==> src/rtl/vc_input_fifo.sv <==
// Per-virtual-channel input buffer ahead of the referee: DEPTH-entry FIFO, 1-cycle registered read.
// Backpressure upstream via full/almost_full; a push while full is accepted only with a same-cycle pop.
module vc_input_fifo #(
  parameter int DATA_WIDTH = 12,
  parameter int ADDR_WIDTH = 3,
  parameter int AF_THRESH  = 6,
  parameter int AE_THRESH  = 1
) (
  input  logic                  clk,
  input  logic                  reset,
  input  logic                  push,
  input  logic [DATA_WIDTH-1:0] data_in,
  input  logic                  pop,
  output logic [DATA_WIDTH-1:0] data_out,
  output logic                  valid_out,
  output logic                  full,
  output logic                  almost_full,
  output logic                  empty,
  output logic                  almost_empty,
  output logic [ADDR_WIDTH:0]   count,
  output logic                  error
);

  localparam int DEPTH = 1 << ADDR_WIDTH;
  localparam logic [ADDR_WIDTH:0] DEPTH_C = (ADDR_WIDTH+1)'(DEPTH);
  localparam logic [ADDR_WIDTH:0] AF_C    = (ADDR_WIDTH+1)'(AF_THRESH);
  localparam logic [ADDR_WIDTH:0] AE_C    = (ADDR_WIDTH+1)'(AE_THRESH);

  logic [DATA_WIDTH-1:0] mem [DEPTH];
  logic [ADDR_WIDTH-1:0] wr_ptr;
  logic [ADDR_WIDTH-1:0] rd_ptr;
  logic                  push_ok;
  logic                  pop_ok;

  assign full         = (count == DEPTH_C);
  assign almost_full  = (count >= AF_C);
  assign empty        = (count == '0);
  assign almost_empty = (count <= AE_C);

  // A pop frees the head slot this cycle, so a push into a full FIFO is legal alongside it.
  assign push_ok = push & (~full | pop);
  assign pop_ok  = pop & ~empty;

  // When full with push+pop, wr_ptr == rd_ptr: the read below sees the old word.
  always_ff @(posedge clk) begin
    if (push_ok) begin
      mem[wr_ptr] <= data_in;
    end
  end

  always_ff @(posedge clk or posedge reset) begin
    if (reset) begin
      wr_ptr    <= '0;
      rd_ptr    <= '0;
      count     <= '0;
      data_out  <= '0;
      valid_out <= 1'b0;
      error     <= 1'b0;
    end else begin
      if (push_ok) begin
        wr_ptr <= wr_ptr + ADDR_WIDTH'(1);
      end
      if (pop_ok) begin
        data_out  <= mem[rd_ptr];
        rd_ptr    <= rd_ptr + ADDR_WIDTH'(1);
        valid_out <= 1'b1;
      end else begin
        valid_out <= 1'b0;
      end
      count <= count + (ADDR_WIDTH+1)'(push_ok) - (ADDR_WIDTH+1)'(pop_ok);
      if ((push & full & ~pop) | (pop & empty)) begin
        error <= 1'b1;
      end
    end
  end

endmodule

==> config.mk <==
export PLATFORM = sky130hd
export DESIGN_NAME = vc_input_fifo
export DESIGN_NICKNAME = d
export VERILOG_FILES = /design/src/rtl/vc_input_fifo.sv
export SDC_FILE = /design/constraint.sdc
export NUM_CORES = 1
export LEC_CHECK = 0
export BUFFER_PORTS_ARGS = -buffer_cell sky130_fd_sc_hd__buf_4
export CORE_MARGIN = 5
export CORE_UTILIZATION = 40
export DETAILED_ROUTE_END_ITERATION = 10
export GPL_TIMING_DRIVEN = 0
export PLACE_DENSITY_LB_ADDON = 0.12
export SLEW_MARGIN = 25
export SYNTH_ARGS = -nofsm -noshare
export SYNTH_HDL_FRONTEND = slang
export SYNTH_SLANG_ARGS = --single-unit
==> constraint.sdc <==
create_clock -name clk -period 2.65 [get_ports clk]
set_input_delay 0.265 -clock clk [delete_from_list [all_inputs] [get_ports clk]]
set_output_delay 0.265 -clock clk [all_outputs]
set_load 0.02 [all_outputs]
* After elaboration in Yosys (flattened, before gate mapping)
Memory sizes are Yosys's and may differ from the RTL's. A register that Yosys moved wholly into a read port is not among the register bits.
Cells that the tools add are included.
** Storage, ports and cells
- Memory bits (read-only) :: 0
- Register bits :: 12
- Memory bits (writable) :: 96
- Latch bits :: 0
- Output and inout port bits :: 22
- Logic and storage cells :: 27
- Memories kept :: 1
** Operators by class
- Divide/modulo/power cells :: 0
- Equal/unequal tests :: 1
- Shifts and indexed selects :: 0
- Reductions and logical operators :: 1
- Multiply operators :: 0
- Bitwise gates (word level) :: 10
- Muxes and demuxes :: 3
- $lt $le $gt $ge :: 2
- $add $sub $neg :: 4
** Memory list
- mem :: depth 8, bits a word 12, read ports 1, clocked after memory_dff 1, wr ports 1, line 29 : logic [DATA_WIDTH-1:0] mem [DEPTH];
** Operators by type and width (number)
- 3-bit by 1-bit adder with 3-bit output (second input constant) :: 2
- 1-bit AND :: 5
- 4-bit by 1-bit adder with 4-bit output :: 1
- 4-bit equality test (second input constant) :: 1
- 4-bit by 3-bit greater-or-equal comparator with 1-bit output (second input constant) :: 1
- 4-bit by 1-bit <= comparator with 1-bit output (second input constant) :: 1
- 4-bit zero test :: 1
- 4-bit by 1-bit subtractor with 4-bit output :: 1
- 1-bit 2-to-1 mux :: 3
- 1-bit NOT :: 3
- 1-bit bitwise OR :: 2

* Depth between registers and ports, before layout
Gate-level depths: netlist of run 1.
- Depth in word-level cells :: 6
- Depth in mapped cells :: 11
- Mapped depth without buffers :: 11

* Worst setup path before layout of run 1
Ideal clock, no wire load.
- Kind :: flip-flop to flip-flop
- From :: register count[2]
- To :: register count[2]
- Library setup time :: 123 ps
- Data required time :: 2527 ps
- Period minus slack after synthesis :: 2422 ps
- Data arrival time :: 2299 ps
- Setup slack :: 228 ps
- Cell stages (with the launch flop) :: 11
- Cell sequence :: dfrtp_1 inv_1 ha_1 nor3b_2 nand2b_4 inv_2 ha_1 inv_1 ha_1 fa_1 xor2_1
** Between the ends
- Elaborated cells between the ends (all ways) :: 9
- Classes of those cells :: add/sub (2); eq/ne (1); bitwise (5); reduce/logical (1)
** RTL lines
- start, declared :: line 20 : output logic [ADDR_WIDTH:0] count,
- start signal, assigned :: line 70 : count <= count + (ADDR_WIDTH+1)'(push_ok) - (ADDR_WIDTH+1)'(pop_ok);
- 4-bit zero test :: line 37 : assign empty = (count == '0);
- 1-bit NOT :: line 42 : assign pop_ok = pop & ~empty;
- 1-bit AND :: line 42
- via pop_ok :: line 33 : logic pop_ok;
- 4-bit by 1-bit subtractor with 4-bit output :: line 70
The timed path passes the listed nets, and every way through them passes these cells.
A chain may end at the register's enable or synchronous reset.

* Worst setup path in the final report of run 1
- From :: register count[3]
- To :: register count[2]
The elaborated chain is that of the path after synthesis.

==> results of run 1 <==
[registers in the layout, summed over array words and instances, names as in the netlist]
signal     flops
mem           96
data_out      12
count          4
rd_ptr         3
wr_ptr         3
error          1
valid_out      1
[kinds of logic after synthesis]
group | synth area share, %
DFF | 70.9
AOI/OAI and AO/OA | 8.35
muxes | 11.0
and+or+nand+nor | 3.26
buffers and inverters | 2.47
adders and majority gates | 2.95
xor gates and xnor gates | 1.07
[synth_stat cells, types with 2 or more instances]
library cell / number
edfxtp_1: 96
dfrtp_1: 24
mux2_2: 24
mux2i_1: 24
a22o_1: 12
o21ai_0: 12
o22ai_1: 12
ha_1: 10
o31ai_2: 9
inv_1: 7
nor2_1: 7
clkbuf_1: 5
a21oi_1: 4
buf_6: 4
nand2_1: 4
buf_4: 3
nand2b_1: 3
o31ai_1: 3
xnor2_1: 3
xor2_1: 3
mux2_4: 2
nand3_1: 2
nor3_1: 2
nor3b_1: 2
[critical path, stage by stage (launching register included)]
cell	delay, ns
dfrtp_1	0.39
inv_1	0.12
ha_2	0.21
nor3b_4	0.33
nand2b_4	0.21
inv_2	0.06
ha_1	0.27
inv_1	0.04
ha_1	0.20
fa_1	0.38
xor2_1	0.16
[routing by layer]
metal,wire [µm],share of wire (%),up-vias,global-route usage [%]
met5,0,0,-,0
met4,259,2.4,0,8.57
met3,522,4.8,20,4.54
met2,5260,48,75,24.5
met1,4900,45,1353,21.5
li1,-,-,1246,-
[layout by cell type (no fill, tap or decap), types with 2 or more instances in the layout]
cell,synthesis,layout
a21oi_1,4,4
a22o_1,12,12
buf_4,3,45
buf_6,4,6
clkbuf_1,5,10
clkbuf_16,0,17
clkbuf_8,0,5
clkinv_2,0,3
dfrtp_1,24,24
edfxtp_1,96,96
ha_1,10,9
inv_1,7,5
inv_2,1,3
mux2_2,24,24
mux2_4,2,2
mux2i_1,24,24
nand2_1,4,4
nand2b_1,3,3
nand3_1,2,2
nor2_2,0,6
nor3_2,0,2
nor3b_1,2,2
o21ai_0,12,12
o22ai_1,12,12
o31ai_1,3,3
o31ai_2,9,9
xnor2_1,3,3
xor2_1,3,3
[through the flow]
step           instances  power, mW  util, %
2_1_floorplan        288       4.24        -
3_3_place_gp         472       5.05     44.8
3_5_place_dp         479       5.15     45.5
4_1_cts              512       7.31     50.3
5_1_grt              513       7.61     50.4
6_report             513       7.23     50.4
[final timing paths]
| path | start | to |
|---|---|---|
| hold reg to reg | error | error |
| min in group asynchronous | reset | count[3] |
| max in group asynchronous | reset | data_out[6] |
| hold / removal | data_in[8] | mem[2][8] |
| setup / recovery | count[3] | count[2] |
| setup reg to reg | count[3] | count[2] |
[final cells by class]
class / instances / area (µm²) / area share (%)
inverter: 8 / 30.0 / 0.496
clock buffer: 28 / 517 / 8.53
multi-input combinational: 147 / 1340 / 22.2
tap: 147 / 184 / 3.04
timing repair buffer: 46 / 363 / 5.99
buffer: 13 / 92.6 / 1.53
clock inverter: 4 / 45.0 / 0.744
sequential: 120 / 3480 / 57.5
[power by group]
group          internal, mW  switching, mW  leakage (nW)
clock network          1.41          0.739         0.278
logic                  1.06           1.36         0.860
registers              2.46          0.215          1.15
total                  4.92           2.31          2.29
[timing repair]
item / CTS / global route
setup buffers: 0 / 1
hold endpoints to repair: 24 / 0
setup endpoints to repair: 1 / 3
pin swaps: 0 / 0
hold buffers: 1 / 0
resized for setup: 1 / 4
==> run metrics, run 1 <==
latest clock arrival within the worst-skew pair=0.41 ns; H-Tree Level Count=4; final instance area=6060 µm²; synth top area cells=edfxtp_1 (59%), dfrtp_1 (12%), mux2_2 (5.5%), mux2i_1 (4.9%), ha_1 (2.5%); PD cells=1190 nW/µm²; setup tns final=0 ns; Post-synth EDFFs=96; setup ws final=between 0.15 and 0.2 ns; crit-path max FO=6; cell count of the worst hold path=1; port buffer count=37; CTS tree=built; Setup WS pre-CTS=0.00486 ns; vias in the first global route=2,744; Chip Height=121 µm; data required time of the critical path=2.95 ns; Starting Density=around two fifths; Rel. slew slack=40.0%; drt total wl=10,900 µm; fin crit period=around 2.5 ns; Mapped Area=4910 µm²; DRT iter0 DRCs=126; final hold slack=0.0865 ns; n_diodes=0; Final Max Slew Viols=0; fin nets=380; Critical Path End Type=register; fillers=1,020; antenna violations before repair=0; final hold vios=0; Yosys top cell by area=edfxtp_1; Syn-to-layout area delta=23.3%; Avg Synthesized Cell Area=17.1 µm²; CP Class=register to register; r2r setup slk=roughly 0.17 ns; drt first pass iters=4; RSZ-0062 raised after global routing=no; wire per inst=around 21 µm; Critical Path Start Type=register; # setup viols final=0; root cell of the clock tree=clkbuf_16; GR Overflow Total=0; Mapped Nets=between 300 and 400; Vias=around 2,700; layout cells sized above 1=35.8%; CTS Buf Count=17; Max Clock Skew=0.00874 ns; drc violations=0; Seq cells post-synth=120; detailed-placement wirelength estimate=just under 7000 µm; class of the worst hold path=input port to register; Synth Flop Type=edfxtp_1; Yosys warning count=0; row count=40; global-route wire length before repair=16,600 µm; library cells used by synthesis=35; status=finished, final reports clean; sequential-to-total area share from yosys stat=a little under three quarters; num ports=38; clock buffer depth=2; pin count of the biggest net entering global routing=25; global placement routability congestion=0.729; VDD IR max=0.529 mV; Leakage=2.29 nW; cell count after synthesis=288; Reg2Reg Depth=10; Reg clk slew, reported paths=0.05 ns; total of max-cap violations=0; period utilization=93.7%; Async S/R FF share, synth=20.0%; Die ar.=roughly 15,000 µm²; WP data arrival=2.78 ns; post-synth top area share=58.7%; Vias/cell=5.25; Tot GR Track Use=16.3%; core area=about 12,000 µm²; worst slew pin tran=0.899 ns; CTS sink cnt=120; die width=121 µm; fmax=403 MHz; Post-DP Area=5470 µm²; final antenna-violating net count=0
No activity file was read; power rests on OpenSTA's default activity.
==> run 2, diff against run 1 <==
==> constraint.sdc (replaced) <==
create_clock -name clk -period 2.6 [get_ports clk]
set_input_delay 0.26 -clock clk [delete_from_list [all_inputs] [get_ports clk]]
set_output_delay 0.26 -clock clk [all_outputs]
set_load 0.02 [all_outputs]
==> run metrics, run 2 (synthesized netlist as in run 1, its figures left out) <==
status=finished, final reports clean; detailed-placement wirelength estimate=around 7000 µm; switching pwr=2.36 mW; share of total power in the clock network=between 20% and 30%; setup tns final=0 ns; pin count of the biggest net entering global routing=25; fillers=1,023; data required time of the critical path=2.89 ns; VDD IR max=0.540 mV; total of max-cap violations=0; port buffer count=37; Largest delay share family, worst path=adder cells; commonest non-fill, non-tap cell in the layout=edfxtp_1; H-Tree Level Count=4; antenna violations before repair=0; Critical Path End Type=register; n_diodes=0; latest clock arrival within the worst-skew pair=0.41 ns; CP Class=register to register; fin crit period=2.44 ns; global-route wire length before repair=16,600 µm; drc violations=0; Final Max Slew Viols=0; final antenna-violating net count=0; internal power=5.01 mW; Vias/cell=roughly 5.3; Starting Density=40.9%; crit-path max FO=5; CTS tree=built; WP buf/inv=3; most frequent cells in the layout=edfxtp_1 (96), buf_4 (45), mux2_2 (24), mux2i_1 (24), dfrtp_1 (24); final hold slack=0.0793 ns; global placement routability congestion=between 0.7 and 0.8; CTS sink cnt=120; drt first pass iters=4; Max Clock Skew=0.00823 ns; Leakage=between 2 and 2.5 nW; vias in the first global route=2,744; max FFs per register=96; Vias=2,702; root cell of the clock tree=clkbuf_16; die width=121 µm; Syn-to-layout area delta=23.1%; PD cells=1220 nW/µm²; Top Registers=mem: 96 flops, data_out: 12 flops, count: 4 flops; switching fraction of total power=32.0%; Biggest register=mem; worst slew pin tran=0.911 ns; fmax=411 MHz; Die ar.=14,600 µm²; Seq pwr share=36.9%; Worst path most repeated cell=ha_1; num ports=38; Critical Path Start Type=register; wire per inst=21.4 µm; clock buffer depth=2; drt total wl=11,000 µm; critical path cell sequence=inv_1 -> ha_1 -> nor3b_4 -> nand2b_4 -> inv_2 -> ha_1 -> inv_1 -> ha_1 -> fa_1 -> xor2_1; class of the worst hold path=input port to register; GR Overflow Total=0; max incr delay on CP=between 0.3 and 0.4 ns; Chip Height=121 µm; final hold vios=0; CTS Buf Count=17; Tot GR Track Use=16.3%; DRT iter0 DRCs=149; row count=40; Combinational Power Share=33.4%; Rel. slew slack=roughly two fifths; core area=12,000 µm²; slowest CP cell=dfrtp_1; Pwr Total=approximately 7.4 mW; period utilization=93.7%; layout cells sized above 1=roughly a third; WP data arrival=2.73 ns; # setup viols final=0; fin nets=379; Reg clk slew, reported paths=~0.050 ns
-- run 2: power groups by stage --
stage	clock network [mW]	logic (mW)	registers, mW
3_3_place_gp	0	2.40	2.74
3_5_place_dp	0	2.49	2.75
5_1_grt	2.32	2.67	2.76
6_report	2.19	2.46	2.72
2_1_floorplan	0	1.47	2.86
4_1_cts	2.22	2.51	2.72
-- run 2: path summary, 6_finish.rpt --
| check | startpoint | end | slack, ns | depth (start not counted) |
|---|---|---|---|---|
| hold / removal | data_in[8] | mem[2][8] | 0.08 | 1 |
| setup reg to reg | count[2] | count[2] | 0.16 | 10 |
| max in group asynchronous | reset | data_out[6] | 1.70 | 3 |
| hold reg to reg | error | error | 0.47 | 1 |
| min in group asynchronous | reset | count[3] | 0.49 | 3 |
| setup / recovery | count[2] | count[2] | 0.16 | 10 |
-- run 2: layout make-up --
type                            count  area [µm²]  area share [%]
Inverter                            8        30.0           0.496
Multi-Input combinational cell    147        1340            22.2
Tap cell                          147         184            3.04
Clock buffer                       28         517            8.54
Buffer                             12        87.6            1.45
Sequential cell                   120        3480            57.6
Clock inverter                      4        45.0           0.745
Timing Repair Buffer               46         363            6.00
-- run 2: repair_timing --
action	CTS	global route
setup buffers	0	1
setup endpoints to repair	2	4
gates resized for setup	1	0
hold endpoints to repair	24	0
hold buffers	1	0
-- run 2: metal layers --
metal / vias to the layer above / routed length, µm / share of wire (%) / global-route usage, %
met2: 89 / 5110 / 47 / 24.5
met5: - / 0 / 0 / 0
met4: 0 / 371 / 3.4 / 8.57
met1: 1343 / 4850 / 44 / 21.5
met3: 27 / 618 / 5.6 / 4.54
li1: 1243 / - / - / -
-- run 2: stage by stage --
stage	util, %	setup WS [ns]	cell area (µm²)	instances
2_1_floorplan	-	0.178	4910	288
4_1_cts	50.3	0.0248	6050	512
5_1_grt	50.4	-0.00533	6050	512
6_report	50.4	0.165	6050	512
3_3_place_gp	44.8	-0.886	5380	472
3_5_place_dp	45.5	-0.0451	5470	479
==> run 3, diff against run 2 <==
==> constraint.sdc (replaced) <==
create_clock -name clk -period 3.1 [get_ports clk]
set_input_delay 0.31 -clock clk [delete_from_list [all_inputs] [get_ports clk]]
set_output_delay 0.31 -clock clk [all_outputs]
set_load 0.02 [all_outputs]
==> run metrics, run 3 (synthesized netlist as in run 1, its figures left out) <==
Chip Height=121 µm; Post-DP Area=roughly 5500 µm²; Util after Layout=50.2%; Starting Density=40.9%; Critical Path End Type=output port; fin nets=378; core area=12,000 µm²; layout cells sized above 1=a little over a third; Pwr Total=6.17 mW; Top Registers=mem: 96 flops, data_out: 12 flops, count: 4 flops; antenna violations before repair=0; Non-Filler Instances=511; root cell of the clock tree=clkbuf_16; post-CTS sizing=0; # setup viols final=0; clock buffer depth=2; PD cells=1020 nW/µm²; num ports=38; CTS Buf Count=17; Vias=between 2,000 and 3,000; GR Overflow Total=0; most frequent cells in the layout=edfxtp_1 (96), buf_4 (44), mux2_2 (24), mux2i_1 (24), dfrtp_1 (24); Tot GR Track Use=between 10% and 20%; drt first pass iters=4; max FFs per register=96; max incr delay on CP=between 0.5 and 0.6 ns; CTS tree=built; worst slew pin tran=about 0.9 ns; port buffer count=37; period utilization=86.5%; row count=40; Vias/cell=around 5.3; r2r setup slk=0.45 ns; final antenna-violating net count=0; fillers=between 1,000 and 1,500; Die ar.=around 15,000 µm²; final hold vios=24; WP data arrival=between 2 and 2.5 ns; Biggest register=mem; Rel. slew slack=39.8%; violated checks=hold timing; drc violations=0; slowest CP cell=clkbuf_1; Largest delay share family, worst path=buffers and inverters; total of max-cap violations=0; H-Tree Level Count=4; commonest non-fill, non-tap cell in the layout=edfxtp_1; Reg2Reg Depth=10; setup tns final=0 ns; Syn-to-layout area delta=22.7%; VDD IR max=0.454 mV; die width=~120 µm; CTS sink cnt=120; WP buf/inv=3; Max Clock Skew=0.00827 ns; final hold slack=-0.0145 ns; setup ws final=about 0.42 ns; Critical Path Start Type=register; crit-path max FO=10; Setup WS pre-CTS=0.455 ns; global placement routability congestion=around 0.73; worst r2r src=count[2]; reg2reg end=count[2]; final instance area=6030 µm²; detailed-placement wirelength estimate=6960 µm; DRT iter0 DRCs=about 130; Leakage=2.28 nW; RSZ-0062 raised after global routing=no; pin count of the biggest net entering global routing=25; global-route wire length before repair=about 17,000 µm; data required time of the critical path=~2.8 ns; critical path cell sequence=inv_1 -> ha_1 -> nor3b_2 -> clkbuf_1 -> buf_4; fin crit period=2.68 ns; drt total wl=around 11,000 µm; latest clock arrival within the worst-skew pair=0.41 ns; class of the worst hold path=input port to asynchronous set/reset pin; Setup Buffers After CTS=0; placed cell count=479; status=finished with violations; vias in the first global route=2,744; Reg clk slew, reported paths=roughly 0.05 ns; CTS Hold Bufs=0; n_diodes=0; wire per inst=21.4 µm; Final Max Slew Viols=0; fmax=about 370 MHz; CP Class=register to output port
run 3: changes by cell type in the layout (fill, tap and decap cells not counted):
cell / previous run / this run
dlygate4sd3_1: 1 / 0
nor3b_4: 1 / 0
buf_4: 45 / 44
nor3b_2: 0 / 1
clkbuf_1: 10 / 11
run 3: area by class of cell:
class / instances / area [µm²] / area share [%]
Inverter: 8 / 30.0 / 0.498
Sequential cell: 120 / 3480 / 57.8
Clock buffer: 28 / 517 / 8.57
Tap cell: 147 / 184 / 3.05
Buffer: 13 / 91.3 / 1.51
Timing Repair Buffer: 44 / 345 / 5.73
Multi-Input combinational cell: 147 / 1330 / 22.1
Clock inverter: 4 / 45.0 / 0.747
run 3: metal layers:
layer  global-route usage, %  up-vias  wire length (µm)
met2                    24.5       83              5150
met3                    4.54       28               564
li1                        -     1243                 -
met5                       0        -                 0
met4                    8.57        0               382
met1                    21.5     1340              4840
run 3: worst register-to-register path, delay by kind of cell (launching register included):
family	cells	cell delay [ns]
flip-flops	1	0.39
AND/OR/NAND/NOR	2	0.68
XOR/XNOR	1	0.16
adder cells (fa/ha/maj)	4	1.05
buffers and inverters	3	0.25
run 3: power breakdown:
part           leakage [nW]  internal [mW]  total (mW)  switching, mW
registers              1.15           2.10        2.28          0.176
logic                 0.846          0.892        2.06           1.16
clock network         0.278           1.20        1.84          0.636
total                  2.28           4.20        6.17           1.98
run 3: worst max-delay path by stage:
stage	start	end	slack, ns	cells after the start
6_report	count[2]	empty	0.42	5
5_1_grt	count[2]	count[2]	0.26	10
4_1_cts	count[2]	count[2]	0.45	10
3_5_place_dp	count[2]	count[2]	0.45	10
3_3_place_gp	count[2]	mem[0][11]	-0.39	5
2_1_floorplan	count[2]	count[2]	0.68	10
